<file path="src/rtl/vga_timing_controller_if.sv">
// Position-update bus between the game logic (master) and the VGA timing controller (slave).
interface vga_timing_controller_if;
    int   mario_x_in;
    int   mario_y_in;
    int   goomba_x_in;
    int   goomba_y_in;
    int   mario_x;
    int   mario_y;
    int   goomba_x;
    int   goomba_y;
    logic upd_req;
    logic upd_ack;

    modport master (
        output mario_x_in, mario_y_in, goomba_x_in, goomba_y_in, upd_req,
        input  mario_x, mario_y, goomba_x, goomba_y, upd_ack
    );

    modport slave (
        input  mario_x_in, mario_y_in, goomba_x_in, goomba_y_in, upd_req,
        output mario_x, mario_y, goomba_x, goomba_y, upd_ack
    );
endinterface

</file>
<file path="src/rtl/vga_timing_controller.sv">
// VGA raster timing generator with a frame-stable sprite position hand-off.
// Define VGA_TIMING_POS_LATCH_EN to latch positions once per vertical blank; otherwise they pass straight through.
module vga_timing_controller #(
    parameter int H_VISIBLE = 640,
    parameter int H_FRONT   = 16,
    parameter int H_SYNC    = 96,
    parameter int H_BACK    = 48,
    parameter int V_VISIBLE = 480,
    parameter int V_FRONT   = 10,
    parameter int V_SYNC    = 2,
    parameter int V_BACK    = 33
) (
    input  logic vga_clock,
    input  logic reset,
    input  logic enable,
    output logic h_sync,
    output logic v_sync,
    output int   column,
    output int   row,
    output logic display_enable,
    output logic frame_start,
    output logic vblank,
    vga_timing_controller_if.slave pos
);
    localparam int H_TOTAL = H_VISIBLE + H_FRONT + H_SYNC + H_BACK;
    localparam int V_TOTAL = V_VISIBLE + V_FRONT + V_SYNC + V_BACK;
    localparam int HW      = $clog2(H_TOTAL);
    localparam int VW      = $clog2(V_TOTAL);

    localparam logic [HW-1:0] H_ACT_END  = HW'(H_VISIBLE - 1);
    localparam logic [HW-1:0] H_FP_END   = HW'(H_VISIBLE + H_FRONT - 1);
    localparam logic [HW-1:0] H_SY_END   = HW'(H_VISIBLE + H_FRONT + H_SYNC - 1);
    localparam logic [HW-1:0] H_LAST     = HW'(H_TOTAL - 1);
    localparam logic [HW-1:0] H_VIS_LIM  = HW'(H_VISIBLE);
    localparam logic [VW-1:0] V_VIS_LIM  = VW'(V_VISIBLE);
    localparam logic [VW-1:0] V_SY_FIRST = VW'(V_VISIBLE + V_FRONT);
    localparam logic [VW-1:0] V_SY_LAST  = VW'(V_VISIBLE + V_FRONT + V_SYNC - 1);
    localparam logic [VW-1:0] V_LAST     = VW'(V_TOTAL - 1);

    // PH_* rather than H_* so the state names do not collide with the width parameters
    typedef enum logic [1:0] {
        PH_ACTIVE = 2'd0,
        PH_FRONT  = 2'd1,
        PH_SYNC   = 2'd2,
        PH_BACK   = 2'd3
    } h_phase_t;

    logic [HW-1:0] col_r;
    logic [VW-1:0] row_r;
    h_phase_t      phase_r;

    // Raster counters: column wraps every line, row wraps every frame
    always_ff @(posedge vga_clock) begin
        if (reset) begin
            col_r <= {HW{1'b0}};
            row_r <= {VW{1'b0}};
        end else if (enable) begin
            if (col_r == H_LAST) begin
                col_r <= {HW{1'b0}};
                if (row_r == V_LAST) begin
                    row_r <= {VW{1'b0}};
                end else begin
                    row_r <= row_r + {{(VW-1){1'b0}}, 1'b1};
                end
            end else begin
                col_r <= col_r + {{(HW-1){1'b0}}, 1'b1};
            end
        end
    end

    // Horizontal phase machine, stepping at the last column of each phase
    always_ff @(posedge vga_clock) begin
        if (reset) begin
            phase_r <= PH_ACTIVE;
        end else if (enable) begin
            case (phase_r)
                PH_ACTIVE: if (col_r == H_ACT_END) phase_r <= PH_FRONT;
                PH_FRONT:  if (col_r == H_FP_END)  phase_r <= PH_SYNC;
                PH_SYNC:   if (col_r == H_SY_END)  phase_r <= PH_BACK;
                PH_BACK:   if (col_r == H_LAST)    phase_r <= PH_ACTIVE;
                default:   phase_r <= PH_ACTIVE;
            endcase
        end
    end

    assign column = int'(col_r);
    assign row    = int'(row_r);

    // Zero-latency decode of the counter registers; reset forces the idle levels
    always_comb begin
        display_enable = 1'b0;
        h_sync         = 1'b1;
        v_sync         = 1'b1;
        vblank         = 1'b0;
        frame_start    = 1'b0;
        if (reset) begin
            display_enable = 1'b0;
        end else begin
            display_enable = (col_r < H_VIS_LIM) && (row_r < V_VIS_LIM);
            h_sync         = (phase_r != PH_SYNC);
            v_sync         = !((row_r >= V_SY_FIRST) && (row_r <= V_SY_LAST));
            vblank         = (row_r >= V_VIS_LIM);
            frame_start    = enable && (col_r == {HW{1'b0}}) && (row_r == {VW{1'b0}});
        end
    end

`ifdef VGA_TIMING_POS_LATCH_EN
    logic taken_r;
    logic ack_s;
    int   mario_x_r;
    int   mario_y_r;
    int   goomba_x_r;
    int   goomba_y_r;

    // At most one accepted update per frame, and only while the beam is in vertical blank
    always_comb begin
        ack_s = 1'b0;
        if (!reset && enable && vblank && pos.upd_req && !taken_r) begin
            ack_s = 1'b1;
        end else begin
            ack_s = 1'b0;
        end
    end

    // Position latches and the per-frame accepted flag
    always_ff @(posedge vga_clock) begin
        if (reset) begin
            taken_r    <= 1'b0;
            mario_x_r  <= 32'sd0;
            mario_y_r  <= 32'sd0;
            goomba_x_r <= 32'sd0;
            goomba_y_r <= 32'sd0;
        end else if (ack_s) begin
            taken_r    <= 1'b1;
            mario_x_r  <= pos.mario_x_in;
            mario_y_r  <= pos.mario_y_in;
            goomba_x_r <= pos.goomba_x_in;
            goomba_y_r <= pos.goomba_y_in;
        end else if (frame_start) begin
            taken_r <= 1'b0;
        end
    end

    // The accepted values are already visible in the acknowledging cycle
    always_comb begin
        pos.upd_ack = ack_s;
        if (ack_s) begin
            pos.mario_x  = pos.mario_x_in;
            pos.mario_y  = pos.mario_y_in;
            pos.goomba_x = pos.goomba_x_in;
            pos.goomba_y = pos.goomba_y_in;
        end else begin
            pos.mario_x  = mario_x_r;
            pos.mario_y  = mario_y_r;
            pos.goomba_x = goomba_x_r;
            pos.goomba_y = goomba_y_r;
        end
    end
`else
    // Pass-through: positions and handshake follow the game side directly
    always_comb begin
        pos.mario_x  = pos.mario_x_in;
        pos.mario_y  = pos.mario_y_in;
        pos.goomba_x = pos.goomba_x_in;
        pos.goomba_y = pos.goomba_y_in;
        if (reset) begin
            pos.upd_ack = 1'b0;
        end else begin
            pos.upd_ack = pos.upd_req;
        end
    end
`endif

endmodule
</file>
<file path="src/flat_wrapper.sv">
// flat-port wrapper written by rule: the top's interface ports become plain ports
module vga_timing_controller_flat 
#(
    parameter int H_VISIBLE = 640,
    parameter int H_FRONT   = 16,
    parameter int H_SYNC    = 96,
    parameter int H_BACK    = 48,
    parameter int V_VISIBLE = 480,
    parameter int V_FRONT   = 10,
    parameter int V_SYNC    = 2,
    parameter int V_BACK    = 33
)
  (vga_clock, reset, enable, h_sync, v_sync, column, row, display_enable, frame_start, vblank, pos_mario_x_in, pos_mario_y_in, pos_goomba_x_in, pos_goomba_y_in, pos_upd_req, pos_mario_x, pos_mario_y, pos_goomba_x, pos_goomba_y, pos_upd_ack);
  vga_timing_controller_if pos_i ();
  input  logic vga_clock;
  input  logic reset;
  input  logic enable;
  output logic h_sync;
  output logic v_sync;
  output int column;
  output int row;
  output logic display_enable;
  output logic frame_start;
  output logic vblank;
  input wire logic [$bits(pos_i.mario_x_in)-1:0] pos_mario_x_in;
  input wire logic [$bits(pos_i.mario_y_in)-1:0] pos_mario_y_in;
  input wire logic [$bits(pos_i.goomba_x_in)-1:0] pos_goomba_x_in;
  input wire logic [$bits(pos_i.goomba_y_in)-1:0] pos_goomba_y_in;
  input wire logic [$bits(pos_i.upd_req)-1:0] pos_upd_req;
  output wire logic [$bits(pos_i.mario_x)-1:0] pos_mario_x;
  output wire logic [$bits(pos_i.mario_y)-1:0] pos_mario_y;
  output wire logic [$bits(pos_i.goomba_x)-1:0] pos_goomba_x;
  output wire logic [$bits(pos_i.goomba_y)-1:0] pos_goomba_y;
  output wire logic [$bits(pos_i.upd_ack)-1:0] pos_upd_ack;
  assign pos_i.mario_x_in = pos_mario_x_in;
  assign pos_i.mario_y_in = pos_mario_y_in;
  assign pos_i.goomba_x_in = pos_goomba_x_in;
  assign pos_i.goomba_y_in = pos_goomba_y_in;
  assign pos_i.upd_req = pos_upd_req;
  assign pos_mario_x = pos_i.mario_x;
  assign pos_mario_y = pos_i.mario_y;
  assign pos_goomba_x = pos_i.goomba_x;
  assign pos_goomba_y = pos_i.goomba_y;
  assign pos_upd_ack = pos_i.upd_ack;
  vga_timing_controller #(.H_VISIBLE(H_VISIBLE), .H_FRONT(H_FRONT), .H_SYNC(H_SYNC), .H_BACK(H_BACK), .V_VISIBLE(V_VISIBLE), .V_FRONT(V_FRONT), .V_SYNC(V_SYNC), .V_BACK(V_BACK)) u_core (.vga_clock(vga_clock), .reset(reset), .enable(enable), .h_sync(h_sync), .v_sync(v_sync), .column(column), .row(row), .display_enable(display_enable), .frame_start(frame_start), .vblank(vblank), .pos(pos_i));
endmodule
</file>
<file path="config.mk">
export PLATFORM = sky130hd
export DESIGN_NAME = vga_timing_controller_flat
export DESIGN_NICKNAME = d
export VERILOG_FILES = /design/src/rtl/vga_timing_controller_if.sv /design/src/rtl/vga_timing_controller.sv /design/src/flat_wrapper.sv
export SDC_FILE = /design/constraint.sdc
export NUM_CORES = 1
export LEC_CHECK = 0
export ABC_AREA = 1
export CAP_MARGIN = 20
export CORE_AREA = 2 2 126 128
export CTS_CLUSTER_SIZE = 8
export DETAILED_ROUTE_END_ITERATION = 8
export DIE_AREA = 0 0 128 130
export HOLD_SLACK_MARGIN = 0.1
export PLACE_DENSITY_LB_ADDON = 0.05
export SYNTH_ARGS = -nofsm -noshare
export SYNTH_HDL_FRONTEND = slang
export SYNTH_SLANG_ARGS = --single-unit
export TNS_END_PERCENT = 50
</file>
<file path="constraint.sdc">
create_clock -name vga_clock -period 1.5 [get_ports vga_clock]
set_input_delay 0.3 -clock vga_clock [delete_from_list [all_inputs] [get_ports vga_clock]]
set_output_delay 0.3 -clock vga_clock [all_outputs]
set_load 0.03 [all_outputs]
</file>
==> reports/qor.yml <==
logic_synthesis:
  synth_top_area_frac: 0.478
  synth_async_sr_flop_share: 0
  synth_warnings: 0
  ys_ff_latch: 22
  netlist-cell-type-count: 29
  yosysTopAreaCell: "buf_4"
  synth_area_leaders: "buf_4, dfxtp_1, nand2_1, nor2_1, ha_1"
  synth.avg_cell_area_um2: 7.03
  ys.flop_type: "dfxtp_1"
  synth_cells: 384
  synth-edff-count: 0
  ys_seq_area_frac: 0.163
  netlist_area_mm2: 0.00270
detailed_routing:
  drt-initial-drc-count: 51
  via_per_inst: 3.46
  drt-wirelength-per-cell_um: 12.8
  drt-total-wl_mm: 6.97
  drc: 0
  firstDrtPassIters: 4
  vias: 1891
  ant_nets: 0
power_and_ir_drop:
  peakVddDrop_mv: 0.448
  power_density_mw_per_mm2: 517
  power_mw: 1.56
  p_leak_nw: 1.33
floorplanning:
  start_util: 0.175
  die_h_um: 130
  die-area_mm2: 0.0166
  die_w_um: 128
  design.core.area_mm2: 0.0154
  ios: 330
  rows: 46
placed_design:
  portBuffers: 29
  gp_congestion: 0.684
  place_area_mm2: 0.00251
  dpl.hpwl_mm: 5.58
finish:
  fin_nets: 496
  area_growth_pct: 11.6
  n_antenna_cell: 0
  drive_gt1_frac: 0.460
  layout_common_cells: "buf_4, conb_1, nand2_1"
  layout_commonest_cell: "buf_4"
  fin_area_mm2: 0.00301
sta:
  drv_slew: 0
  hold_viol_final: 0
  fin_crit_sh: 1.15
  finalCriticalPeriod_ns: 1.72
  max_freq_ghz: 0.580
  worst_clock_skew_ns: 0.0106
  setup_ws_ns: -0.225
  rsz0062_at_grt: "true"
  whs_ns: 0.503
  final-setup-viol-count: 17
setup_path:
  crit_type: "reg2out"
  cp_data_arrival_time_ns: 1.42
  r2r_end: "u_core.row_r[2]"
  reg2reg_from: "u_core.col_r[0]"
  crit_fanout: 4
  reg2reg_slack_ns: -0.10
  critPathRequiredTime_ns: 1.20
  reg2regPathDepth: 9
  end_kind: "output pin"
  startpoint_type: "flip-flop"
cts:
  numCtsBuffers: 3
  clock-sinks: 22
  clockRootBuffer: "clkbuf_16"
  path_clk_slew_ns: 0.07
  clkLatencyLatePin_ns: 0.27
  cts_max_level: 1
  cts_buffer_depth: 2
  cts_tree: "done"
global_route:
  antenna_found_initial: 0
  grt-ovfl-total: 0
  grt_max_degree: 13
  grt_pass1_vias: 1820
  grt_pass1_wl_mm: 10.4
  grt_usage: 0.0805
status:
  violations: "negative setup slack"
  outcome: "finished with violations"
hold_path:
  min_to: "u_core.row_r[7]"
  min_from: "reset"
  hp-class: "in2reg"
  whs_path_depth: 3
job:
  maxCapViolCount: 0
==> registers in the layout, summed over array words and instances, names as in the netlist <==
register        count
u_core.row_r       10
u_core.phase_r      2
u_core.col_r       10
==> power by group <==
group | internal, mW | switching (mW) | leakage, nW
Clock | 0.365 | 0.279 | 0.0382
Sequential | 0.578 | 0.00825 | 0.188
Combinational | 0.0839 | 0.243 | 1.11
==> synthesized netlist by cell type (2+ instances only) <==
master / instances
dfxtp_1: 22
nand2_1: 51
nor3_1: 7
buf_4: 172
o21ai_0: 4
nor2_4: 2
inv_1: 29
nor2_1: 37
ha_1: 9
a21oi_1: 9
nand3_1: 13
nand4_1: 4
xnor2_1: 2
nor2_2: 3
xor2_1: 4
nor4_1: 3
==> kinds of logic (layout without fill, tap and decap cells) <==
group,Yosys count,in the layout,synth area share
other,1,44,0.00139
adder cells (fa/ha/maj),9,9,0.0417
AND/OR/NAND/NOR,124,124,0.210
buffers and inverters,203,130,0.522
flip-flops,22,22,0.163
XOR/XNOR,6,6,0.0195
AO/OA/AOI/OAI,19,19,0.0427
==> routing by layer <==
layer / GRT usage / vias to the layer above / wire length [um]
li1: - / 920 / -
met1: 0.0980 / 853 / 3060
met2: 0.133 / 88 / 3250
met3: 0.0303 / 30 / 495
met4: 0.0239 / 0 / 163
met5: 0 / - / 0
==> final cells by class <==
class | count | area [um2]
multi-input combinational | 202 | 1310
timing repair buffer | 96 | 783
inverter | 30 | 118
sequential | 22 | 480
fill | 1756 | 12400
tap | 192 | 240
clock buffer | 4 | 78.8
==> metrics by stage <==
step	instances	TNS, ns	setup WS [ns]	utilization
after floorplan	427	-0.199	-0.185	-
after global placement	524	-6.69	-0.408	0.163
after detailed placement	524	-7.03	-0.424	0.163
after CTS	532	-1.05	-0.236	0.181
after global routing	546	-3.22	-0.319	0.195
final	546	-1.48	-0.225	0.195
==> worst max-delay path, stage by stage (launching register included) <==
cell,delay (ns)
dfxtp_4,0.37
nor4_4,0.27
buf_4,0.18
nand3_4,0.07
nor2_4,0.13
buf_6,0.14
==> what timing repair did <==
action	4_1_cts	5_1_grt
gates resized for setup	71	37
setup endpoints to repair	33	25
hold buffers	0	0
pin swaps	11	17
buffers inserted	5	14
==> how the worst max path moves through the flow <==
stage	start	to	depth (start not counted)
after floorplan	u_core.col_r[8]	display_enable	3
after global placement	reset	v_sync	6
after detailed placement	reset	v_sync	6
after CTS	u_core.row_r[5]	frame_start	5
after global routing	u_core.row_r[7]	frame_start	5
final	u_core.row_r[7]	frame_start	5
(Power assumes the default switching activity.)
==> variant 1: new RTL, config.mk and constraints unchanged <==
Re-encode `h_phase_t` (4 values) as one-hot, 4 bits wide.
--- a/src/rtl/vga_timing_controller.sv
+++ b/src/rtl/vga_timing_controller.sv
@@ -39,9 +39,9 @@
 
     // PH_* rather than H_* so the state names do not collide with the width parameters
-    typedef enum logic [1:0] {
-        PH_ACTIVE = 2'd0,
-        PH_FRONT  = 2'd1,
-        PH_SYNC   = 2'd2,
-        PH_BACK   = 2'd3
+    typedef enum logic [3:0] {
+        PH_ACTIVE = 4'b0001,
+        PH_FRONT  = 4'b0010,
+        PH_SYNC   = 4'b0100,
+        PH_BACK   = 4'b1000
     } h_phase_t;
 
Formal check against the unedited RTL: no difference found for any inputs over 10 cycles, from zero or initial values and one cycle with reset high; not proved beyond that.
==> variant 1 against the unedited design <==
- the run still ends with negative setup slack left
- critical endpoint unchanged
- critical path depth is the same
- maximum frequency shrank 5.8%
- synthesized area grew 4.5%
- register-to-register slack gained 0.04 ns
- die area is the same
- worst setup slack lost 0.11 ns
- largest cell class unchanged
- wire length grew 5.8%
- clock skew shrank 0.0057 ns
- final area grew 4.9%
- sequential cell count grew 2
Power is not compared: it rests on default switching activity, and its combinational part moved more than twofold at a synthesized area within 25%.
==> variant 1: results (changes against the unedited design) <==
- Routed wl met2: 3.616 mm (+11%)
- Worst Setup SP: u_core.col_r[0]
- Fraction of final layout cells sized beyond drive strength 1: 46.86% (+0.81 points)
- WP data arrival: 1.53 ns (+0.11 ns)
- Biggest regs: u_core.col_r x10, u_core.row_r x10, u_core.phase_r x4
- Initial DRC count: 22 (-57%)
- Global placement routability congestion: 0.6988 (+2.1%)
- Clk_skew: 0.004936 ns (-0.005706 ns)
- Worst-path clk slew: 0.07 ns (about the same)
- Status: complete, but fails checks
- Finished Layout Cells: 574 (+5.1%)
- Final setup viols: 5 (-12)
- Reg-to-reg slack, setup: -0.06 ns (+0.04 ns)
- Min setup slack post-route: -0.3313 ns (-0.1064 ns)
- Multi-input logic area: 1358 µm² (+3.5%)
- WHS Endpoint: u_core.phase_r[2]
- Vias in the first global route: 2013 (+11%)
- Post-CTS Setup Bufs: 6 (+1)
- Worst R2R End: u_core.row_r[5]
- Met3 WL post-DR: 454 µm (-8.3%)
- Global Route Usage Sum: 8.734% (+0.69 points)
- Seq/Total Area, Yosys: 17.04% (+0.72 points)
- Complex-gate fraction of the synthesized area: 3.418% (-0.85 points)
- Vias: 2074 (+9.7%)
- Layout net count: 520 (+4.8%)
- Post-DP HPWL: 5.958 mm (+6.8%)
- Met1 WL: 3.208 mm (+4.9%)
- Clk_lat worst skew: 0.27 ns (about the same)
- First-pass GRT wire length: 11.05 mm (+6.6%)
- Synth Area in XOR/XNOR: 1.864% (-0.083 points)
- Post-Syn Instances: 413 (+7.6%)
- GR Layer Usage met2: 15.26% (+2.0 points)
- FF-to-FF path depth: 10 (+1)
- Hold Crit Depth: 2 (-1)
- Routed len/inst: 12.84 µm (+0.65%)
- Largest net degree at the start of global routing: 15 (+2)
- Crit-path max FO: 4 (unchanged)
- FILL cells: 1765 (+0.51%)
- GR Util met3: 3.116% (+0.082 points)
- Met1 Usage GRT: 10.33% (+0.53 points)
- Failing checks: negative setup slack
- Synth Area in Adders: 2.219% (-2.0 points)
- Post-CTS sizing: 66 (-7.0%)
- Placed Instances: 561 (+7.1%)
- Hold Crit Start: u_core.phase_r[2]
- Worst hold path class: register to register
==> variant 1: changes by cell type after synthesis, sizes merged, moves of 2 or more <==
cell / before / now
nand4: 4 / 6
nand3: 15 / 23
inv: 30 / 39
ha: 9 / 5
dfxtp: 22 / 24
nor2: 42 / 49
nand2: 51 / 55
==> variant 1: final cells by class <==
cell class	count	share of cell area (%)
Timing Repair Buffer	96	25.00
Clock buffer	3	2.377
Tap cell	192	7.607
Multi-Input combinational cell	219	42.99
Sequential cell	24	16.36
Clock inverter	1	0.9509
Inverter	39	4.715
==> variant 1: per-stage QoR <==
stage / hold WS (ns) / setup slack [ns]
2_1_floorplan: 0.4414 / -0.1449
3_3_place_gp: 0.4911 / -0.5047
3_5_place_dp: 0.4873 / -0.5140
4_1_cts: 0.5073 / -0.3912
5_1_grt: 0.5351 / -0.4386
6_report: 0.4860 / -0.3313
==> variant 1: critical path: stages, from the launching register on <==
cell	delay, ns
dfxtp_4	0.37
inv_1	0.08
ha_2	0.19
nand4_1	0.15
nor4_4	0.26
buf_4	0.20
==> variant 2: new RTL, same settings <==
Without the edit above. Build with the macro `VGA_TIMING_POS_LATCH_EN` defined.
--- a/src/rtl/vga_timing_controller.sv
+++ b/src/rtl/vga_timing_controller.sv
@@ -1,4 +1,6 @@
 // VGA raster timing generator with a frame-stable sprite position hand-off.
 // Define VGA_TIMING_POS_LATCH_EN to latch positions once per vertical blank; otherwise they pass straight through.
+`define VGA_TIMING_POS_LATCH_EN
+
 module vga_timing_controller #(
     parameter int H_VISIBLE = 640,
Check against the original RTL: not equivalent (a bounded check fails within 4 cycles, from zero or initial values and one cycle with reset high).
==> variant 2 against the unedited design <==
- the run still ends with negative setup slack left
- combinational power increased by 130%
- count of clock-buffer cells in the layout is 14 higher
- total power rose to 6.2 times the old value
- synthesized area increased to 2.7 times the old value
- final area grew to 4.5 times the old value
- register-to-register slack got worse by 0.19 ns
- wire length grew to 3.6 times the old value
- worst setup slack worse by 0.61 ns
- sequential share of layout area is 6.7 points higher
- sequential cell count rose by 129
- utilization is 68 points higher
- largest power group unchanged
==> variant 2: results (changes against the unedited design) <==
- Clock buffer cells: 18 (+14)
- PnR Total Power: 9.617 mW (+520%)
- Initial core utilization: 46.97% (+29 points)
- Vias/cell: 4.629 (+34%)
- Failing checks: negative setup slack
- Multi-input logic area: 4029 µm² (+210%)
- Placed Instances: 1651 (+220%)
- Largest net degree at the start of global routing: 92 (+79)
- VDD IR max: 0.8291 mV (+85%)
- WHS Endpoint: u_core.mario_x_r[1]
- Count of cell types in the netlist: 30 (+3.4%)
- Global Route Usage Sum: 25.72% (+18 points)
- Worst R2R End: u_core.mario_y_r[27]
- Htree depth: 4 (+3)
- Clk_skew: 0.007426 ns (-0.003217 ns)
- Status: complete, but fails checks
- Worst R2R Start: u_core.row_r[8]
- P_clk: 4.84 mW (+650%)
- Leakage Power: 7.046 nW (+430%)
- Min setup slack post-route: -0.8310 ns (-0.6061 ns)
- Fraction of final layout cells sized beyond drive strength 1: 50.20% (+4.2 points)
- Area after DPL: 11460 µm² (+360%)
- Post-DP HPWL: 15.28 mm (+170%)
- Routed len/inst: 14.63 µm (+15%)
- Buffers excl. clock: 453 (+370%)
- Top cells by area, synth: dfxtp_1 (42%), inv_1 (15%), nand2_1 (9.0%), nor2_1 (8.3%), o21ai_1 (8.3%)
- Reg area: 3050 µm² (+530%)
- Setup TNS: -111.77 ns (-110.29 ns)
- WP data arrival: 2.03 ns (+0.61 ns)
- Layout net count: 1645 (+230%)
- Post-CTS Setup Bufs: 3 (-2)
- Seq/Total Area, Yosys: 41.73% (+25 points)
- # port buffers: 285 (+880%)
- Syn Std Cell Area: 7244 µm² (+170%)
- Combinational power share: 7.9% (-13 points)
- Synth cell count leaders: inv_1 (294), nand2_1 (173), nor2_1 (161)
- First-pass GRT wire length: 33.64 mm (+220%)
- Inverters: 297 (+890%)
- Max incr delay on CP: 0.35 ns (-0.02 ns)
- Hold_ws: 0.2456 ns (-0.2570 ns)
- Post-CTS sizing: 109 (+54%)
- Initial DRC count: 390 (+660%)
- Sw Share: 22.74% (-11 points)
- NonClk Buf Share: 32.21% (+6.2 points)
- Final setup viols: 265 (+248)
- Delay-heaviest family, CP: buffers and inverters
- Clk_lat worst skew: 0.42 ns (+0.15 ns)
- Drt pass-1 iters: 5 (+1)
## variant 2: cell count changes after synthesis, sizes merged, moves of 17 or more
cell    change
nor2      +119
clkbuf     +17
inv       +266
nand2     +124
dfxtp     +129
o21ai     +126
buf       -102
## variant 2: layer usage
layer	routed length, µm	GRT usage [%]	vias to the layer above
li1	-	-	3915
met1	9159	27.02	3619
met2	13000	46.56	298
met3	1721	8.364	74
met4	1095	12.61	0
met5	0	0	-
## variant 2: kinds of logic (layout without fill, tap and decap cells)
kind of cell | after synthesis | in the layout | share of synthesized area, %
AOI/OAI and AO/OA | 150 | 150 | 10.85
adders and majority gates | 9 | 9 | 1.554
other | 1 | 44 | 0.05176
and+or+nand+nor | 372 | 375 | 20.26
DFF | 151 | 151 | 41.73
xor gates and xnor gates | 6 | 6 | 0.7254
buffers and inverters | 385 | 781 | 24.84
